--- src/rtl/word_align_pkg.sv ---
// ============================================================================
// word_align_pkg : shared state encoding, default sync pattern, rotate helper
// Revision: 1.0
// ============================================================================
`default_nettype none

package word_align_pkg;

    localparam logic [1:0] HUNT    = 2'd0;
    localparam logic [1:0] CONFIRM = 2'd1;
    localparam logic [1:0] LOCKED  = 2'd2;

    localparam logic [15:0] DEFAULT_SYNC_WORD = 16'hA5C3;

    // Duplicating the word lets a plain right shift act as a 16-bit rotate.
    function automatic logic [15:0] rotr16(input logic [15:0] x, input logic [3:0] r);
        logic [31:0] w_dbl;
        w_dbl = {x, x} >> r;
        return w_dbl[15:0];
    endfunction

endpackage

`default_nettype wire

--- src/rtl/sync_match16.sv ---
// ============================================================================
// sync_match16 : compares all 16 right-rotations of a word against the sync
//                pattern and reports the lowest matching rotation
// Revision: 1.0
// ============================================================================
`default_nettype none

module sync_match16
    import word_align_pkg::*;
(
    input  logic [15:0] in_data,
    input  logic [15:0] sync_word,
    output logic        hit,
    output logic [3:0]  hit_idx
);

    logic [15:0] w_hit_vec;

    for (genvar r = 0; r < 16; r++) begin : g_cmp
        assign w_hit_vec[r] = (rotr16(in_data, 4'(r)) == sync_word);
    end

    // Scanning downward leaves the lowest set index as the final winner.
    always_comb begin
        hit     = |w_hit_vec;
        hit_idx = 4'd0;
        for (int i = 15; i >= 0; i--) begin
            if (w_hit_vec[i]) begin
                hit_idx = 4'(i);
            end
        end
    end

endmodule

`default_nettype wire

--- src/rtl/word_aligner16.sv ---
// ============================================================================
// word_aligner16 : hunts for a rotated sync word, confirms it, then
//                  de-rotates the stream until repeated sync slots are missed
// Revision: 1.0
// ============================================================================
`default_nettype none

module word_aligner16
    import word_align_pkg::*;
#(
    parameter logic [15:0] SYNC_WORD     = DEFAULT_SYNC_WORD,
    parameter int unsigned LOCK_COUNT    = 3,
    parameter int unsigned MAX_GAP       = 64,
    parameter int unsigned UNLOCK_MISSES = 4
) (
    input  logic        clk,
    input  logic        rst,
    input  logic        in_valid,
    input  logic [15:0] in_data,
    output logic        out_valid,
    output logic [15:0] out_data,
    output logic        out_is_sync,
    output logic        locked,
    output logic [3:0]  rot_amt
);

    localparam logic [3:0] C_LOCK_COUNT    = 4'(LOCK_COUNT);
    localparam logic [7:0] C_MAX_GAP       = 8'(MAX_GAP);
    localparam logic [3:0] C_UNLOCK_MISSES = 4'(UNLOCK_MISSES);

    logic [1:0]  r_state;
    logic [3:0]  r_hit_cnt;
    logic [7:0]  r_gap_cnt;
    logic [3:0]  r_miss_cnt;

    logic        w_hit;
    logic [3:0]  w_hit_idx;
    logic        w_hit_here;
    logic [7:0]  w_gap_inc;
    logic [1:0]  w_state;
    logic [3:0]  w_rot;
    logic [3:0]  w_hit_cnt;
    logic [7:0]  w_gap_cnt;
    logic [3:0]  w_miss_cnt;
    logic        w_miss_evt;
    logic        w_accept;
    logic [15:0] w_rot_data;

    sync_match16 u_match (
        .in_data   (in_data),
        .sync_word (SYNC_WORD),
        .hit       (w_hit),
        .hit_idx   (w_hit_idx)
    );

    assign w_hit_here = w_hit && (w_hit_idx == rot_amt);
    assign w_gap_inc  = (r_gap_cnt == 8'hFF) ? r_gap_cnt : r_gap_cnt + 8'd1;

    always_comb begin
        w_state    = r_state;
        w_rot      = rot_amt;
        w_hit_cnt  = r_hit_cnt;
        w_gap_cnt  = r_gap_cnt;
        w_miss_cnt = r_miss_cnt;
        w_miss_evt = 1'b0;
        if (in_valid) begin
            case (r_state)
                HUNT: begin
                    w_gap_cnt = w_gap_inc;
                    if (w_hit) begin
                        w_rot      = w_hit_idx;
                        w_hit_cnt  = 4'd1;
                        w_gap_cnt  = 8'd0;
                        w_miss_cnt = 4'd0;
                        w_state    = (LOCK_COUNT == 1) ? LOCKED : CONFIRM;
                    end
                end
                CONFIRM: begin
                    if (w_hit_here) begin
                        w_hit_cnt = r_hit_cnt + 4'd1;
                        w_gap_cnt = 8'd0;
                        if (r_hit_cnt + 4'd1 == C_LOCK_COUNT) begin
                            w_state    = LOCKED;
                            w_miss_cnt = 4'd0;
                        end
                    end else if (w_hit) begin
                        w_rot     = w_hit_idx;
                        w_hit_cnt = 4'd1;
                        w_gap_cnt = 8'd0;
                    end else begin
                        w_gap_cnt = w_gap_inc;
                        if (w_gap_inc == C_MAX_GAP) begin
                            w_state   = HUNT;
                            w_hit_cnt = 4'd0;
                        end
                    end
                end
                LOCKED: begin
                    if (w_hit_here) begin
                        w_gap_cnt  = 8'd0;
                        w_miss_cnt = 4'd0;
                    end else if (w_hit) begin
                        w_gap_cnt  = 8'd0;
                        w_miss_evt = 1'b1;
                    end else if (w_gap_inc == C_MAX_GAP) begin
                        w_gap_cnt  = 8'd0;
                        w_miss_evt = 1'b1;
                    end else begin
                        w_gap_cnt  = w_gap_inc;
                    end
                end
                default: begin
                    w_state = HUNT;
                end
            endcase
            // Miss counter clears on unlock so a later relock starts fresh.
            if (w_miss_evt) begin
                if (r_miss_cnt + 4'd1 == C_UNLOCK_MISSES) begin
                    w_state    = HUNT;
                    w_miss_cnt = 4'd0;
                end else begin
                    w_miss_cnt = r_miss_cnt + 4'd1;
                end
            end
        end
    end

    assign w_accept   = in_valid && (w_state == LOCKED);
    assign w_rot_data = rotr16(in_data, w_rot);

    always_ff @(posedge clk) begin
        if (rst) begin
            r_state     <= HUNT;
            r_hit_cnt   <= 4'd0;
            r_gap_cnt   <= 8'd0;
            r_miss_cnt  <= 4'd0;
            rot_amt     <= 4'd0;
            locked      <= 1'b0;
            out_valid   <= 1'b0;
            out_data    <= 16'h0000;
            out_is_sync <= 1'b0;
        end else begin
            r_state    <= w_state;
            r_hit_cnt  <= w_hit_cnt;
            r_gap_cnt  <= w_gap_cnt;
            r_miss_cnt <= w_miss_cnt;
            rot_amt    <= w_rot;
            locked     <= (w_state == LOCKED);
            out_valid  <= w_accept;
            if (w_accept) begin
                out_data    <= w_rot_data;
                out_is_sync <= (w_rot_data == SYNC_WORD);
            end
        end
    end

endmodule

`default_nettype wire
--- config.mk ---
export PLATFORM = sky130hd
export DESIGN_NAME = word_aligner16
export DESIGN_NICKNAME = d
export VERILOG_FILES = /design/src/rtl/word_align_pkg.sv /design/src/rtl/sync_match16.sv /design/src/rtl/word_aligner16.sv
export SDC_FILE = /design/constraint.sdc
export NUM_CORES = 1
export LEC_CHECK = 0
export ABC_AREA = 1
export CAP_MARGIN = 20
export CELL_PAD_IN_SITES_DETAIL_PLACEMENT = 0
export CELL_PAD_IN_SITES_GLOBAL_PLACEMENT = 1
export CORE_ASPECT_RATIO = 0.7
export CORE_MARGIN = 2
export CORE_UTILIZATION = 40
export CTS_CLUSTER_SIZE = 10
export DETAILED_ROUTE_END_ITERATION = 16
export DONT_BUFFER_PORTS = 1
export HOLD_SLACK_MARGIN = 0.05
export PLACE_DENSITY = 0.85
export SYNTH_ARGS = -nofsm -noshare
export SYNTH_HDL_FRONTEND = slang
export SYNTH_SLANG_ARGS = --single-unit
--- constraint.sdc ---
create_clock -name clk -period 2.6 [get_ports clk]
set_clock_uncertainty 0.05 [all_clocks]
set_input_delay 0.13 -clock clk [delete_from_list [all_inputs] [get_ports clk]]
set_output_delay 0.13 -clock clk [all_outputs]
set_load 0.01 [all_outputs]
==> flow_metrics.py, run 1 <==
metrics = {
    "synthesis": {
        "ys.warnings.count": 0,
        "synth-edff-count": 0,
        "syn_inst": 928,
        "synth_area_per_cell_um2": 5.47,
        "synth_seq_cells": 41,
        "synth_cell_types": 41,
        "synth_area_um2": 5080,
        "syn-num-nets": 958,
        "ys_seq_area_frac": 0.162,
        "synth-async-reset-ratio": 0,
        "synth_ff_type": "dfxtp_1",
    },
    "layout": {
        "drive_gt1_frac": 0.212,
        "design_area_um2": 6430,
        "fillers": 1319,
        "synthToLayoutAreaGrowth_pct": 26.5,
        "finalNetCount": 1059,
        "antennaDiodeCount": 0,
        "stdcell_count": 1192,
        "final_util": 0.517,
    },
    "timing": {
        "slew_violations": 0,
        "setup_viol_count_final": 18,
        "tightest_slew_ns": 0.664,
        "rsz0062_at_grt": "yes",
        "relSlewSlack": 0.556,
        "hold_viol": 0,
        "finalSetupTns_ns": -2.35,
        "holdWs_ns": 0.177,
        "fin_crit_sh": 1.07,
        "max_freq_mhz": 361,
        "layout_setup_ws_ns": -0.171,
        "min_period_ns": 2.77,
    },
    "worst_setup_path": {
        "reg2reg_depth": 20,
        "rrSetupSlack_ns": -0.17,
        "reg2reg_from": "r_gap_cnt[0]",
        "required_ns": 2.78,
        "critPathSlowestCell": "dfxtp_4",
        "crit_path_max_fanout": 7,
        "r2r-end": "out_data[14]",
        "cp_cell_sequence": "buf_4, nand3_2, nor2_2, nand3_1, xor2_1, and2_1, nand2_1, nor2_1, nand4_1, o21ai_1, nor2_1, o21ai_1, nand2_1, nand2_2, nand2_2, nor2_4, buf_12, buf_16, o21ai_2, nor2_1",
        "worstPathArrival_ns": 2.95,
        "crit_top_cell": "nor2_1",
        "cp_num_cells": 20,
        "crit_family": "simple AND/OR/NAND/NOR gates",
        "slowest_delay_ns": 0.35,
        "path_buf_inv": 3,
        "startpoint_type": "flop",
        "end_kind": "flop",
        "critPathKind": "flop to flop",
    },
    "place": {
        "dp.cells": 1165,
        "port_buffers": 0,
        "dp_hpwl_mm": 13.9,
        "placed_cell_area_um2": 5950,
        "pre_cts_ws_ns": -0.275,
        "gp_congestion": 1.06,
    },
    "min_path": {
        "min_from": "in_valid",
        "holdCritPathClass": "primary input to flop",
        "hold_path_depth": 6,
        "holdPathEnd": "out_is_sync",
    },
    "power_and_ir_drop": {
        "cellLeakagePower_nw": 3.13,
        "power.density_nw_per_um2": 284,
        "ir_drop_uv": 298,
        "power_mw": 1.82,
    },
    "routing": {
        "avgViaCountPerCell": 5.37,
        "vias": 6402,
        "drc": 0,
        "drtIter0Drc": 681,
        "dr.pass1.iters": 5,
        "totalWireLength_mm": 18.8,
        "wl_per_cell_um": 15.8,
        "final_antenna_net_count": 0,
    },
    "die": {
        "initial_core_util": 0.409,
        "io_pins": 42,
        "die_x_um": 139,
        "rows": 34,
        "die_area_um2": 13600,
        "coreArea_um2": 12400,
        "die_h_um": 98.3,
    },
    "run": {
        "cap_viol_max_count": 0,
    },
    "global_route": {
        "antenna_found_initial": 0,
        "grt_usage": 0.271,
        "grt_start_max_net_pins": 26,
        "grt_pass1_vias": 5847,
        "overflow": 0,
        "grt_pass1_wl_mm": 30.3,
    },
    "run_status": {
        "status": "complete, but fails checks",
        "violations": "negative setup slack",
    },
    "clock_network": {
        "cts_tree": "yes",
        "cts_buffers": 5,
        "h-tree-depth": 2,
        "root_buffer": "clkbuf_16",
        "clockBufferDepth": 2,
        "clock-sinks": 41,
        "clk_latency_ns": 0.29,
        "cts.clk_slew.worst_paths_ns": 0.06,
    },
}
## timing repair
action,CTS,global route
hold endpoints to repair,26,15
pin swaps,17,3
hold buffers,10,1
setup endpoints to repair,18,30
gates cloned,2,0
buffers inserted,4,3
resized for setup,16,24
## report_power, final
part           switching [mW]  internal [mW]  total, mW
clock                   0.275          0.357      0.633
combinational           0.324          0.224      0.549
sequential            0.00808          0.633      0.641
total                   0.608           1.21       1.82
## flip-flops by register name, indices dropped and copies added (netlist names)
| name | count |
|---|---|
| r_hit_cnt | 4 |
| r_miss_cnt | 4 |
| locked | 1 |
| out_valid | 1 |
| r_gap_cnt | 8 |
| r_state | 2 |
| out_is_sync | 1 |
| rot_amt | 4 |
| out_data | 16 |
## cell type report
type                            count  area, µm²  share of cell area
Sequential cell                    41        827               0.129
Clock inverter                      3       22.5             0.00350
Timing Repair Buffer              130       1110               0.173
Multi-Input combinational cell    758       3780               0.588
Inverter                           93        358              0.0557
Clock buffer                        5        125              0.0195
Tap cell                          162        203              0.0315
## kinds of logic after synthesis
kind of cell,synth area share
and+or+nand+nor,0.583
buffers and inverters,0.121
AOI/OAI and AO/OA,0.0874
DFF,0.162
xor gates and xnor gates,0.0207
adders and majority gates,0.0271
## placed cells by master (no fill, tap or decap), types with 5 or more instances in the layout
| cell | n |
|---|---|
| a21oi_1 | 23 |
| a31oi_1 | 12 |
| buf_12 | 5 |
| buf_4 | 111 |
| clkbuf_16 | 5 |
| dfxtp_1 | 38 |
| dlygate4sd3_1 | 11 |
| ha_1 | 10 |
| inv_1 | 69 |
| inv_2 | 20 |
| nand2_1 | 268 |
| nand2_2 | 19 |
| nand2_4 | 9 |
| nand3_1 | 127 |
| nand4_1 | 26 |
| nor2_1 | 154 |
| nor2_2 | 9 |
| nor3_1 | 14 |
| nor4_1 | 10 |
| o21ai_0 | 17 |
| o21ai_1 | 10 |
| o21ai_2 | 5 |
| xor2_1 | 8 |
## layer usage
layer / vias up / global-route usage / wire length (µm) / part of all wire
met5: - / 0 / 0 / 0
met3: 20 / 0.0814 / 2190 / 0.12
met4: 0 / 0.0505 / 244 / 0.013
met2: 325 / 0.398 / 7640 / 0.41
li1: 3214 / - / - / -
met1: 2843 / 0.394 / 8710 / 0.46
## cells in the mapped netlist, drive strengths merged, types with 2 or more instances
library cell / n / area (µm²)
nand2: 297 / 1220
o211ai: 2 / 20.0
a31oi: 13 / 81.3
xor2: 9 / 78.8
o21ai: 33 / 176
nand3: 132 / 681
nand4: 26 / 163
dfxtp: 41 / 821
and2: 3 / 18.8
inv: 92 / 350
clkbuf: 5 / 18.8
a21oi: 26 / 141
nand3b: 4 / 30.0
nor2: 168 / 682
xnor2: 3 / 26.3
buf: 31 / 240
nor4: 10 / 62.6
ha: 11 / 138
nor3: 17 / 95.1
## worst max-delay path by stage
stage            startpoint           end  slack, ns
2_1_floorplan  r_gap_cnt[0]   out_data[5]      0.007
3_3_place_gp   r_gap_cnt[1]  out_data[14]      -0.20
3_5_place_dp   r_gap_cnt[1]  out_data[14]      -0.27
4_1_cts        r_gap_cnt[0]  out_data[14]      -0.10
5_1_grt        r_gap_cnt[0]   out_is_sync      -0.44
6_report       r_gap_cnt[0]  out_data[14]      -0.17
## worst register-to-register path: cells and delay by family (launching register included)
kind | cells | cell delay, ns
simple gates | 13 | 1.43
flops | 1 | 0.35
xor+xnor | 1 | 0.13
buf+inv | 3 | 0.41
compound gates | 3 | 0.36
Note: power is estimated with default switching activity, not from simulation.
==> inputs of run 2 (changes only) <==
--- a/config.mk
+++ b/config.mk
@@ -16,7 +16,7 @@
 export DETAILED_ROUTE_END_ITERATION = 16
 export DONT_BUFFER_PORTS = 1
 export HOLD_SLACK_MARGIN = 0.05
-export PLACE_DENSITY = 0.85
+export PLACE_DENSITY_LB_ADDON = 0.1
 export SYNTH_ARGS = -nofsm -noshare
 export SYNTH_HDL_FRONTEND = slang
 export SYNTH_SLANG_ARGS = --single-unit
==> flow_metrics.py, run 2 (synthesized netlist as in run 1, its figures left out) <==
metrics = {
    "global_route": {
        "grt_start_max_net_pins": 26,
        "grt_usage": 0.308,
        "grt_pass1_wl_mm": 33.3,
        "overflow": 0,
        "antenna_found_initial": 0,
        "grt_pass1_vias": 6391,
    },
    "run_status": {
        "violations": "negative setup slack",
        "status": "complete, but fails checks",
    },
    "worst_setup_path": {
        "critPathKind": "flop to flop",
        "startpoint_type": "flop",
        "required_ns": 2.76,
        "cp_cell_sequence": "ha_4, nand2_4, nor3_4, nand3_4, nand2_1, o21a_1, nand2_1, nor2_2, nand4_1, a21oi_2, nand3_1, nand2_1, inv_2, nand2_2, nand2_2, nor2_4, buf_12, o21ai_0, a31oi_1",
        "critPathSlowestCell": "dfxtp_4",
        "reg2reg_depth": 19,
        "worstPathArrival_ns": 2.99,
        "end_kind": "flop",
        "slowest_delay_ns": 0.36,
        "crit_top_cell": "nand2_1",
        "crit_path_max_fanout": 15,
    },
    "place": {
        "dp_hpwl_mm": 16.3,
        "port_buffers": 0,
        "gp_congestion": 1.07,
        "placed_cell_area_um2": 6150,
        "pre_cts_ws_ns": -0.329,
    },
    "power_and_ir_drop": {
        "swShare": 0.317,
        "p_int_mw": 1.36,
        "cellLeakagePower_nw": 3.29,
        "power_mw": 1.99,
        "power.density_nw_per_um2": 298,
        "pwr-share-clk": 0.381,
        "switching_power_mw": 0.631,
        "ir_drop_uv": 273,
        "combPwrFrac": 0.297,
        "p_seq_frac": 0.322,
    },
    "clock_network": {
        "root_buffer": "clkbuf_16",
        "cts.clk_slew.worst_paths_ns": 0.06,
        "clock-sinks": 41,
        "cts_tree": "yes",
        "h-tree-depth": 2,
        "clk_latency_ns": 0.29,
        "cts_buffers": 5,
        "clockBufferDepth": 2,
    },
    "routing": {
        "avgViaCountPerCell": 5.49,
        "dr.pass1.iters": 6,
        "vias": 6689,
        "final_antenna_net_count": 0,
        "wl_per_cell_um": 17.4,
        "totalWireLength_mm": 21.2,
        "drtIter0Drc": 668,
        "drc": 0,
    },
    "timing": {
        "slew_violations": 0,
        "hold_viol": 0,
        "rsz0062_at_grt": "yes",
        "relSlewSlack": 0.529,
        "layout_setup_ws_ns": -0.232,
        "setup_viol_count_final": 20,
        "max_freq_mhz": 353,
        "fin_crit_sh": 1.09,
        "tightest_slew_ns": 0.705,
        "min_period_ns": 2.83,
    },
    "die": {
        "die_h_um": 98.3,
        "die_area_um2": 13600,
        "io_pins": 42,
        "initial_core_util": 0.409,
        "coreArea_um2": 12400,
        "die_x_um": 139,
        "rows": 34,
    },
    "layout": {
        "synthToLayoutAreaGrowth_pct": 31.4,
        "finalNetCount": 1085,
        "design_area_um2": 6680,
        "final_cell_mix": "nand2_1 (265), nor2_1 (152), buf_4 (135)",
        "layout_commonest_cell": "nand2_1",
        "drive_gt1_frac": 0.235,
        "reg.largest.list": "out_data x16, r_gap_cnt x8",
        "antennaDiodeCount": 0,
        "top_register": "out_data",
        "largest_reg_flops": 16,
    },
    "run": {
        "cap_viol_max_count": 0,
    },
    "min_path": {
        "hold_path_depth": 5,
        "holdCritPathClass": "primary input to flop",
    },
}
run 2: cell types whose count changed in the layout (fill, tap and decap cells not counted), moves of 2 or more:
| cell | before | now |
|---|---|---|
| a21oi_1 | 23 | 21 |
| a21oi_2 | 2 | 4 |
| buf_4 | 111 | 135 |
| clkinv_4 | 2 | 0 |
| nand2_1 | 268 | 265 |
| nand2_4 | 9 | 11 |
| nor2_1 | 154 | 152 |
| nor2_2 | 9 | 12 |
| o21ai_0 | 17 | 21 |
| o21ai_1 | 10 | 7 |
run 2: layout make-up:
cell class              count  area, µm²
multi-input cells         758       3790
inverters                  93        354
clock buffers               6        139
clock inverters             2       37.5
well taps                 162        203
flip-flops and latches     41        826
fillers                  1286       5750
repair buffers            156       1320
run 2: path summary, 6_finish.rpt:
check                   to  slack [ns]     startpoint
min           out_data[10]        0.19       in_valid
max            out_data[9]       -0.23   r_gap_cnt[0]
min reg2reg  r_miss_cnt[3]        0.45  r_miss_cnt[3]
max reg2reg    out_data[9]       -0.23   r_gap_cnt[0]
run 2: per-stage QoR:
| step | hold slack (ns) | utilization | TNS [ns] | cells |
|---|---|---|---|---|
| 5_1_grt | 0.212 | 0.537 | -7.39 | 1218 |
| 3_5_place_dp | 0.149 | 0.495 | -5.59 | 1190 |
| 2_1_floorplan | 0.357 | - | 0 | 928 |
| 6_report | 0.195 | 0.537 | -3.64 | 1218 |
| 3_3_place_gp | 0.152 | 0.495 | -3.46 | 1190 |
| 4_1_cts | -0.148 | 0.530 | -2.33 | 1217 |
run 2: power groups by stage:
stage / combinational (mW) / sequential (mW) / clock (mW)
floorplan: 0.372 / 0.654 / 0
detailed placement: 0.554 / 0.655 / 0
global placement: 0.554 / 0.655 / 0
CTS: 0.569 / 0.641 / 0.758
finish: 0.591 / 0.641 / 0.758
global route: 0.653 / 0.641 / 0.788
run 2: metal layers:
layer | share of wire | global-route usage | wire length, µm | vias up
met5 | 0.0030 | 0.0351 | 64 | -
met4 | 0.016 | 0.0660 | 341 | 2
met3 | 0.13 | 0.128 | 2700 | 42
met2 | 0.39 | 0.435 | 8260 | 340
met1 | 0.46 | 0.435 | 9850 | 3037
li1 | - | - | - | 3268
run 2: critical path: cells and delay by family (launching register included):
family	cells	cell delay, ns
AND/OR/NAND/NOR	12	1.40
flip-flops	1	0.36
adder cells (fa/ha/maj)	1	0.15
buffers and inverters	2	0.21
AO/OA/AOI/OAI	4	0.58
run 2: timing repair:
item                                   CTS  global route
hold buffers                            10             1
resized for setup                       15            26
buffers inserted                         7             2
pin swaps                               18            12
endpoints found under the hold margin   26            15
gates cloned                             2             0
setup endpoints to repair               22            34
